$ cat config.mk
export PLATFORM = sky130hd
export DESIGN_NAME = inst_fetcher
export DESIGN_NICKNAME = d
export VERILOG_FILES = /design/src/rtl/inst_fetcher.sv
export SDC_FILE = /design/constraint.sdc
export NUM_CORES = 1
export LEC_CHECK = 0
export CAP_MARGIN = 20
export CORE_ASPECT_RATIO = 1.75
export CORE_MARGIN = 2
export CORE_UTILIZATION = 48
export CTS_CLUSTER_SIZE = 12
export DETAILED_ROUTE_END_ITERATION = 6
export HOLD_SLACK_MARGIN = 0.03
export PLACE_DENSITY = 0.92
export SETUP_SLACK_MARGIN = 0.15
export SLEW_MARGIN = 20
export SYNTH_ARGS = -nofsm -noshare
export SYNTH_HDL_FRONTEND = slang
export SYNTH_SLANG_ARGS = --single-unit
$ cat constraint.sdc
create_clock -name in_clk -period 2.4 [get_ports in_clk]
set_input_delay 0.36 -clock in_clk [delete_from_list [all_inputs] [get_ports in_clk]]
set_output_delay 0.36 -clock in_clk [all_outputs]
set_load 0.01 [all_outputs]
$ cat src/rtl/inst_fetcher.sv
// Instruction fetcher: assembles a 32-bit little-endian word from four byte reads and pushes it with its PC.
// Optional direct-mapped instruction cache is enabled by defining FETCHER_ICACHE_EN.
module inst_fetcher #(
  parameter int ADDR_W       = 32,
  parameter int ICACHE_LINES = 64
) (
  input  logic              in_clk,
  input  logic              in_rst,
  input  logic              in_rdy,
  input  logic              in_pc_enable,
  input  logic [ADDR_W-1:0] in_pc,
  output logic              out_pc_stall,
  input  logic              in_flush_enable,
  output logic [ADDR_W-1:0] out_ram_addr,
  input  logic [7:0]        in_ram_data,
  input  logic              in_iq_full,
  output logic              out_inst_valid,
  output logic [31:0]       out_inst,
  output logic [ADDR_W-1:0] out_inst_pc
);

  typedef enum logic [1:0] {
    IDLE  = 2'd0,
    FETCH = 2'd1,
    PUSH  = 2'd2
  } state_t;

  localparam int IDX_W = $clog2(ICACHE_LINES);

  if (ICACHE_LINES < 2 || (ICACHE_LINES & (ICACHE_LINES - 1)) != 0) begin : g_lines_check
    $error("ICACHE_LINES must be a power of two and at least 2");
  end

  state_t      state;
  logic [2:0]  cnt;
  logic        hit;
  logic [31:0] hit_data;
  logic        fill;

  // Stall also covers the acceptance cycle itself, since in_pc_enable is part of it.
  assign out_pc_stall = (state != IDLE) | in_pc_enable | in_iq_full | in_flush_enable;

  assign fill = (state == FETCH) && (cnt == 3'd4) && !in_flush_enable;

`ifdef FETCHER_ICACHE_EN
  localparam int TAG_W = ADDR_W - IDX_W - 2;

  logic [31:0]       c_data [ICACHE_LINES];
  logic [TAG_W-1:0]  c_tag  [ICACHE_LINES];
  logic [ICACHE_LINES-1:0] c_valid;
  logic [IDX_W-1:0]  req_idx;
  logic [IDX_W-1:0]  fill_idx;

  assign req_idx  = in_pc[IDX_W+1:2];
  assign fill_idx = out_inst_pc[IDX_W+1:2];
  assign hit      = c_valid[req_idx] && (c_tag[req_idx] == in_pc[ADDR_W-1:IDX_W+2]);
  assign hit_data = c_data[req_idx];

  // Line valid bits: cleared by reset only, set when a RAM fetch completes.
  always_ff @(posedge in_clk) begin
    if (in_rst) begin
      c_valid <= '0;
    end else if (in_rdy && fill) begin
      c_valid[fill_idx] <= 1'b1;
    end
  end

  // Line payload and tag written from the completing fetch (top byte comes straight from RAM).
  always_ff @(posedge in_clk) begin
    if (!in_rst && in_rdy && fill) begin
      c_data[fill_idx] <= {in_ram_data, out_inst[23:0]};
      c_tag[fill_idx]  <= out_inst_pc[ADDR_W-1:IDX_W+2];
    end
  end
`else
  assign hit      = 1'b0;
  assign hit_data = 32'd0;
`endif

  // Fetch sequencer: flush outranks everything; in_rdy low freezes all state.
  always_ff @(posedge in_clk) begin
    if (in_rst) begin
      state          <= IDLE;
      cnt            <= 3'd0;
      out_inst_valid <= 1'b0;
      out_inst       <= 32'd0;
      out_inst_pc    <= '0;
      out_ram_addr   <= '0;
    end else if (in_rdy) begin
      out_inst_valid <= 1'b0;
      if (in_flush_enable) begin
        state <= IDLE;
        cnt   <= 3'd0;
      end else begin
        case (state)
          IDLE: begin
            if (in_pc_enable) begin
              out_inst_pc <= in_pc;
              if (hit) begin
                out_inst <= hit_data;
                if (in_iq_full) begin
                  state <= PUSH;
                end else begin
                  out_inst_valid <= 1'b1;
                end
              end else begin
                out_ram_addr <= in_pc;
                cnt          <= 3'd0;
                state        <= FETCH;
              end
            end
          end
          FETCH: begin
            cnt <= cnt + 3'd1;
            if (cnt < 3'd3) begin
              out_ram_addr <= out_ram_addr + ADDR_W'(1);
            end
            // Byte returned now belongs to the address driven one cycle earlier.
            case (cnt)
              3'd1:    out_inst[7:0]   <= in_ram_data;
              3'd2:    out_inst[15:8]  <= in_ram_data;
              3'd3:    out_inst[23:16] <= in_ram_data;
              3'd4:    out_inst[31:24] <= in_ram_data;
              default: ;
            endcase
            if (cnt == 3'd4) begin
              cnt <= 3'd0;
              if (in_iq_full) begin
                state <= PUSH;
              end else begin
                out_inst_valid <= 1'b1;
                state          <= IDLE;
              end
            end
          end
          PUSH: begin
            if (!in_iq_full) begin
              out_inst_valid <= 1'b1;
              state          <= IDLE;
            end
          end
          default: begin
            state <= IDLE;
            cnt   <= 3'd0;
          end
        endcase
      end
    end
  end

endmodule

==> impl_summary.md, run 1 <==
Synthesis
The number of different library cells used by synthesis comes to 65. The flip-flop and latch count after synthesis is 102. A synthesized cell averages 7.89 µm². The count of yosys warnings during synthesis is 0. The synthesized design contains 0 enable-type register cells. The post-synth design cell area is 0.00493 mm². The part of the Yosys area used for sequential elements is 0.415.

In the synthesized netlist the dominant register cell turns out to be sky130_fd_sc_hd__dfxtp_1. The number of instances in the synthesized netlist is 624. The net count after synthesis is 678. Of all flip-flops after synthesis, the portion carrying an async set or reset was 0.

Critical path
The highest fanout seen on the critical path is 14. The kind of launch point of the worst setup path is a flip-flop. The type of the setup path with the least slack is reg2reg. The data required time of the worst path is 2.64 ns. The slack of the worst reg-to-reg path is 0.26 ns.

The critical path data arrival time is 2.38 ns. STA classifies the critical path endpoint as a flip-flop. The cell count of the worst reg-to-reg path is 9.

Floorplan
During I/O placement, the number of pins put on the boundary was 144. The initial cell density of the core is 0.487. The overall die width is 80.6 µm.

After floorplanning, the core was divided into 49 placement rows. In this run the vertical extent of the chip is 138 µm. After floorplanning, the core was sized to cover 0.0101 mm².

The floorplan step defined a die boundary enclosing 0.0111 mm².

Timing
The number of failing hold endpoints at the final stage is 0. Setup repair after global routing left no endpoint under its margin. The number of max-slew violations in the final report came to 0. Hold timing on the final database bottoms out at a slack of 0.455 ns.

Measured against its own limit, the worst slew margin works out to 0.616. Setup violations remaining at the end of the flow were counted as 0. Setup total negative slack on the finished layout was measured at 0 ns.

The minimum period implied by the final worst setup slack is 2.14 ns. The worst setup skew after layout is 0.00672 ns. The transition time at the pin with the least slew margin is 0.575 ns.

The fraction of the cycle the final worst path needs is 0.892. The maximum operating frequency is 0.467 GHz.

Pwr
The cell internal power dissipation is 2.72 mW. The combinational group share of total power is 0.138. The ratio of total power to cell area is 543 mW/mm². The net switching power is 1.02 mW. Of the total power, the clock network draws 0.383.

VDD sags by at most 0.490 mV. The share of power burned in registers is 0.479. The switching part of the total is 0.274.

The reported leakage power is 2.33 nW.

GRT
The via count of the first global-routing pass is 5471. The initial antenna violation count is 0. The total congestion overflow after global routing is 0.

The total track usage is 0.297. The first global-routing pass estimated 26300 µm of wire. Entering global routing, the biggest net connects 50 pins.

Place
Routability-driven placement finished with a final weighted congestion of 0.939. Port buffering added 143 buffers. The detailed placement HPWL is 12000 µm.

Drt
After detailed routing, the number of remaining DRC violations is 0. The post-detailed-route count of antenna-violating nets is 0. The number of optimization iterations in the first detailed-route pass is 5. The via count is 5545.

Dividing the detail-routed wire length by the instance count gives 18.5 µm. The count of routing violations after the opening detailed-route iteration is 585. The routed wire length is 16600 µm.

The via density per instance is 6.19.

Clock network
The clock network latency to the later pin of the worst-skew pair is 0.35 ns. The tree is rooted in a sky130_fd_sc_hd__clkbuf_16. The clock passes through at most 2 buffers. The TritonCTS clock tree is built. The number of buffers created by CTS is 9. The clock transition at the registers of the reported paths is 0.08 ns. The number of H-tree branching levels is 3. CTS saw 102 sinks.

Outcome
The flow ran to the end, and the final reports show no timing, DRC or antenna violations.

Finish
The layout-stage area growth over the synthesis result is 39.8%. The share of final-layout standard cells stronger than drive strength 1 is 0.0897. At the end of the flow, the number of nets in the layout was 818. The number of antenna diodes in the final layout is 0.

The number of filler cells placed in the layout is 775.

Hold path
The worst hold path passes through 2 cells. The min-delay analysis places its worst path in the category reg2reg.

Flow run
Max-cap violations in this run came to 0.
timing repair:
action | 4_1_cts | 5_1_grt
resized for setup | 3 | 7
hold buffers | 0 | 0
pin swaps | 1 | 0
endpoints found under the setup margin | 1 | 26
buffers inserted | 2 | 0
cells in the final DEF (no fill, tap or decap), types with 3 or more instances in the layout:
cell	instances
sky130_fd_sc_hd__mux2i_1	15
sky130_fd_sc_hd__clkdlybuf4s50_1	142
sky130_fd_sc_hd__buf_4	26
sky130_fd_sc_hd__o21ai_0	14
sky130_fd_sc_hd__inv_6	3
sky130_fd_sc_hd__o211ai_1	4
sky130_fd_sc_hd__ha_1	6
sky130_fd_sc_hd__nand2_1	117
sky130_fd_sc_hd__nor4_1	11
sky130_fd_sc_hd__o21ai_1	6
sky130_fd_sc_hd__dfxtp_1	102
sky130_fd_sc_hd__o31ai_1	4
sky130_fd_sc_hd__nor2_1	32
sky130_fd_sc_hd__o22ai_1	3
sky130_fd_sc_hd__and3_1	10
sky130_fd_sc_hd__nor2b_1	8
sky130_fd_sc_hd__or3_1	3
sky130_fd_sc_hd__or4_1	6
sky130_fd_sc_hd__inv_1	11
sky130_fd_sc_hd__nor3_1	21
sky130_fd_sc_hd__inv_2	3
sky130_fd_sc_hd__clkbuf_16	9
sky130_fd_sc_hd__nand2b_1	4
sky130_fd_sc_hd__a211oi_1	6
sky130_fd_sc_hd__nand4_1	14
sky130_fd_sc_hd__a31oi_1	6
sky130_fd_sc_hd__a21oi_1	81
sky130_fd_sc_hd__buf_12	3
sky130_fd_sc_hd__and4_1	6
sky130_fd_sc_hd__nand3_1	39
per-stage QoR:
stage,setup slack [ns],utilization,cell area (µm²),power [mW],cells
4_1_cts,0.211,0.679,6870,3.75,896
3_5_place_dp,0.0805,0.647,6550,2.33,878
2_1_floorplan,0.369,-,4930,2.05,624
6_report,0.260,0.681,6890,3.74,896
5_1_grt,0.183,0.681,6890,3.87,896
3_3_place_gp,0.182,0.647,6550,2.31,878
cells in the mapped netlist (2+ instances only):
cell	count	share of area
sky130_fd_sc_hd__o31ai_1	4	0.0061
sky130_fd_sc_hd__o211ai_1	4	0.0061
sky130_fd_sc_hd__nand2_1	118	0.090
sky130_fd_sc_hd__and4b_1	2	0.0041
sky130_fd_sc_hd__nand4_1	14	0.018
sky130_fd_sc_hd__a21oi_1	81	0.082
sky130_fd_sc_hd__a2111oi_0	2	0.0036
sky130_fd_sc_hd__nand2_4	2	0.0046
sky130_fd_sc_hd__o21ai_1	6	0.0061
sky130_fd_sc_hd__or3_1	3	0.0038
sky130_fd_sc_hd__and3_1	10	0.013
sky130_fd_sc_hd__o22ai_1	3	0.0038
sky130_fd_sc_hd__a311oi_1	2	0.0036
sky130_fd_sc_hd__nor4_1	11	0.014
sky130_fd_sc_hd__clkbuf_1	31	0.024
sky130_fd_sc_hd__inv_1	13	0.0099
sky130_fd_sc_hd__nor3_1	21	0.021
sky130_fd_sc_hd__buf_6	3	0.0069
sky130_fd_sc_hd__o21ai_0	14	0.014
sky130_fd_sc_hd__nor3_2	3	0.0061
sky130_fd_sc_hd__or4_1	6	0.0091
sky130_fd_sc_hd__nand2b_1	4	0.0051
sky130_fd_sc_hd__nor2b_1	9	0.011
sky130_fd_sc_hd__nor2_1	33	0.025
sky130_fd_sc_hd__a211oi_1	6	0.0091
sky130_fd_sc_hd__and4_1	6	0.011
sky130_fd_sc_hd__a21o_1	2	0.0030
sky130_fd_sc_hd__dfxtp_1	102	0.41
sky130_fd_sc_hd__ha_1	8	0.020
sky130_fd_sc_hd__a41oi_1	2	0.0036
sky130_fd_sc_hd__nor4_4	2	0.0086
sky130_fd_sc_hd__a21boi_0	2	0.0030
sky130_fd_sc_hd__o2bb2ai_1	2	0.0036
sky130_fd_sc_hd__nand3_1	39	0.040
sky130_fd_sc_hd__buf_2	5	0.0051
sky130_fd_sc_hd__a31oi_1	6	0.0076
sky130_fd_sc_hd__mux2i_1	15	0.030
worst max-delay path, stage by stage (launching register included):
cell	delay, ns
sky130_fd_sc_hd__dfxtp_1	0.39
sky130_fd_sc_hd__inv_2	0.08
sky130_fd_sc_hd__ha_4	0.16
sky130_fd_sc_hd__buf_4	0.14
sky130_fd_sc_hd__nor2b_2	0.18
sky130_fd_sc_hd__a21oi_2	0.12
sky130_fd_sc_hd__nand2b_1	0.30
sky130_fd_sc_hd__buf_4	0.26
sky130_fd_sc_hd__nor3_1	0.07
sky130_fd_sc_hd__nor4_1	0.33
logic make-up (layout without fill, tap and decap cells):
family,count (synthesis),in the layout,synth area share
simple gates,293,293,0.302
compound gates,150,150,0.181
flops,102,102,0.415
buf+inv,56,201,0.0513
mux,15,15,0.0305
fa+ha+maj,8,8,0.0203
final cells by class:
| cell class | instances | area, µm² | share of cell area |
|---|---|---|---|
| clock buffers | 9 | 225 | 0.0327 |
| inverters | 14 | 52.6 | 0.00763 |
| clock inverters | 7 | 65.1 | 0.00945 |
| multi-input cells | 466 | 2670 | 0.387 |
| repair buffers | 171 | 1680 | 0.243 |
| well taps | 127 | 159 | 0.0231 |
| flip-flops and latches | 102 | 2040 | 0.297 |
per-layer routing:
metal  vias up  wire length (µm)  part of all wire  GRT usage
li1       2524                 -                 -          -
met1      2605              5650              0.34      0.301
met2       336              8670              0.52      0.527
met3        80              1340             0.081     0.0803
met4         0               900             0.054      0.173
met5         -                 0                 0          0
flip-flops by register name (all words and copies together), names as in the netlist:
name and count:
cnt 3, out_inst 32, out_inst_pc 32, out_inst_valid 1, out_ram_addr 32, state 2
path summary, 6_finish.rpt:
kind / from / endpoint
setup / recovery: state[0] / out_ram_addr[15]
hold / removal: out_inst_pc[30] / out_inst_pc[30]
setup reg to reg: state[0] / out_ram_addr[15]
hold reg to reg: out_inst_pc[30] / out_inst_pc[30]
power by group through the flow:
stage                     clock network [mW]  registers (mW)  logic (mW)
after CTS                               1.46            1.79       0.504
final                                   1.43            1.79       0.515
after global placement                     0            1.83       0.482
after floorplan                            0            1.84       0.210
after global routing                    1.53            1.80       0.550
after detailed placement                   0            1.83       0.496
(Power assumes the default switching activity.)
==> run 2: changes to the inputs <==
--- a/config.mk
+++ b/config.mk
@@ -11,7 +11,6 @@
 export CORE_UTILIZATION = 48
 export CTS_CLUSTER_SIZE = 12
 export DETAILED_ROUTE_END_ITERATION = 6
-export HOLD_SLACK_MARGIN = 0.03
 export PLACE_DENSITY = 0.92
 export SETUP_SLACK_MARGIN = 0.15
 export SLEW_MARGIN = 20
==> results of run 2 <==
Same layout as run 1: the final DEF is identical, and so are final timing and power.
==> run 3: changes to the inputs <==
--- a/config.mk
+++ b/config.mk
@@ -13,7 +13,7 @@
 export DETAILED_ROUTE_END_ITERATION = 6
 export PLACE_DENSITY = 0.92
 export SETUP_SLACK_MARGIN = 0.15
-export SLEW_MARGIN = 20
+export SLEW_MARGIN = 40
 export SYNTH_ARGS = -nofsm -noshare
 export SYNTH_HDL_FRONTEND = slang
 export SYNTH_SLANG_ARGS = --single-unit
==> results of run 3 <==
Same layout as run 1: the final DEF is identical, and so are final timing and power.
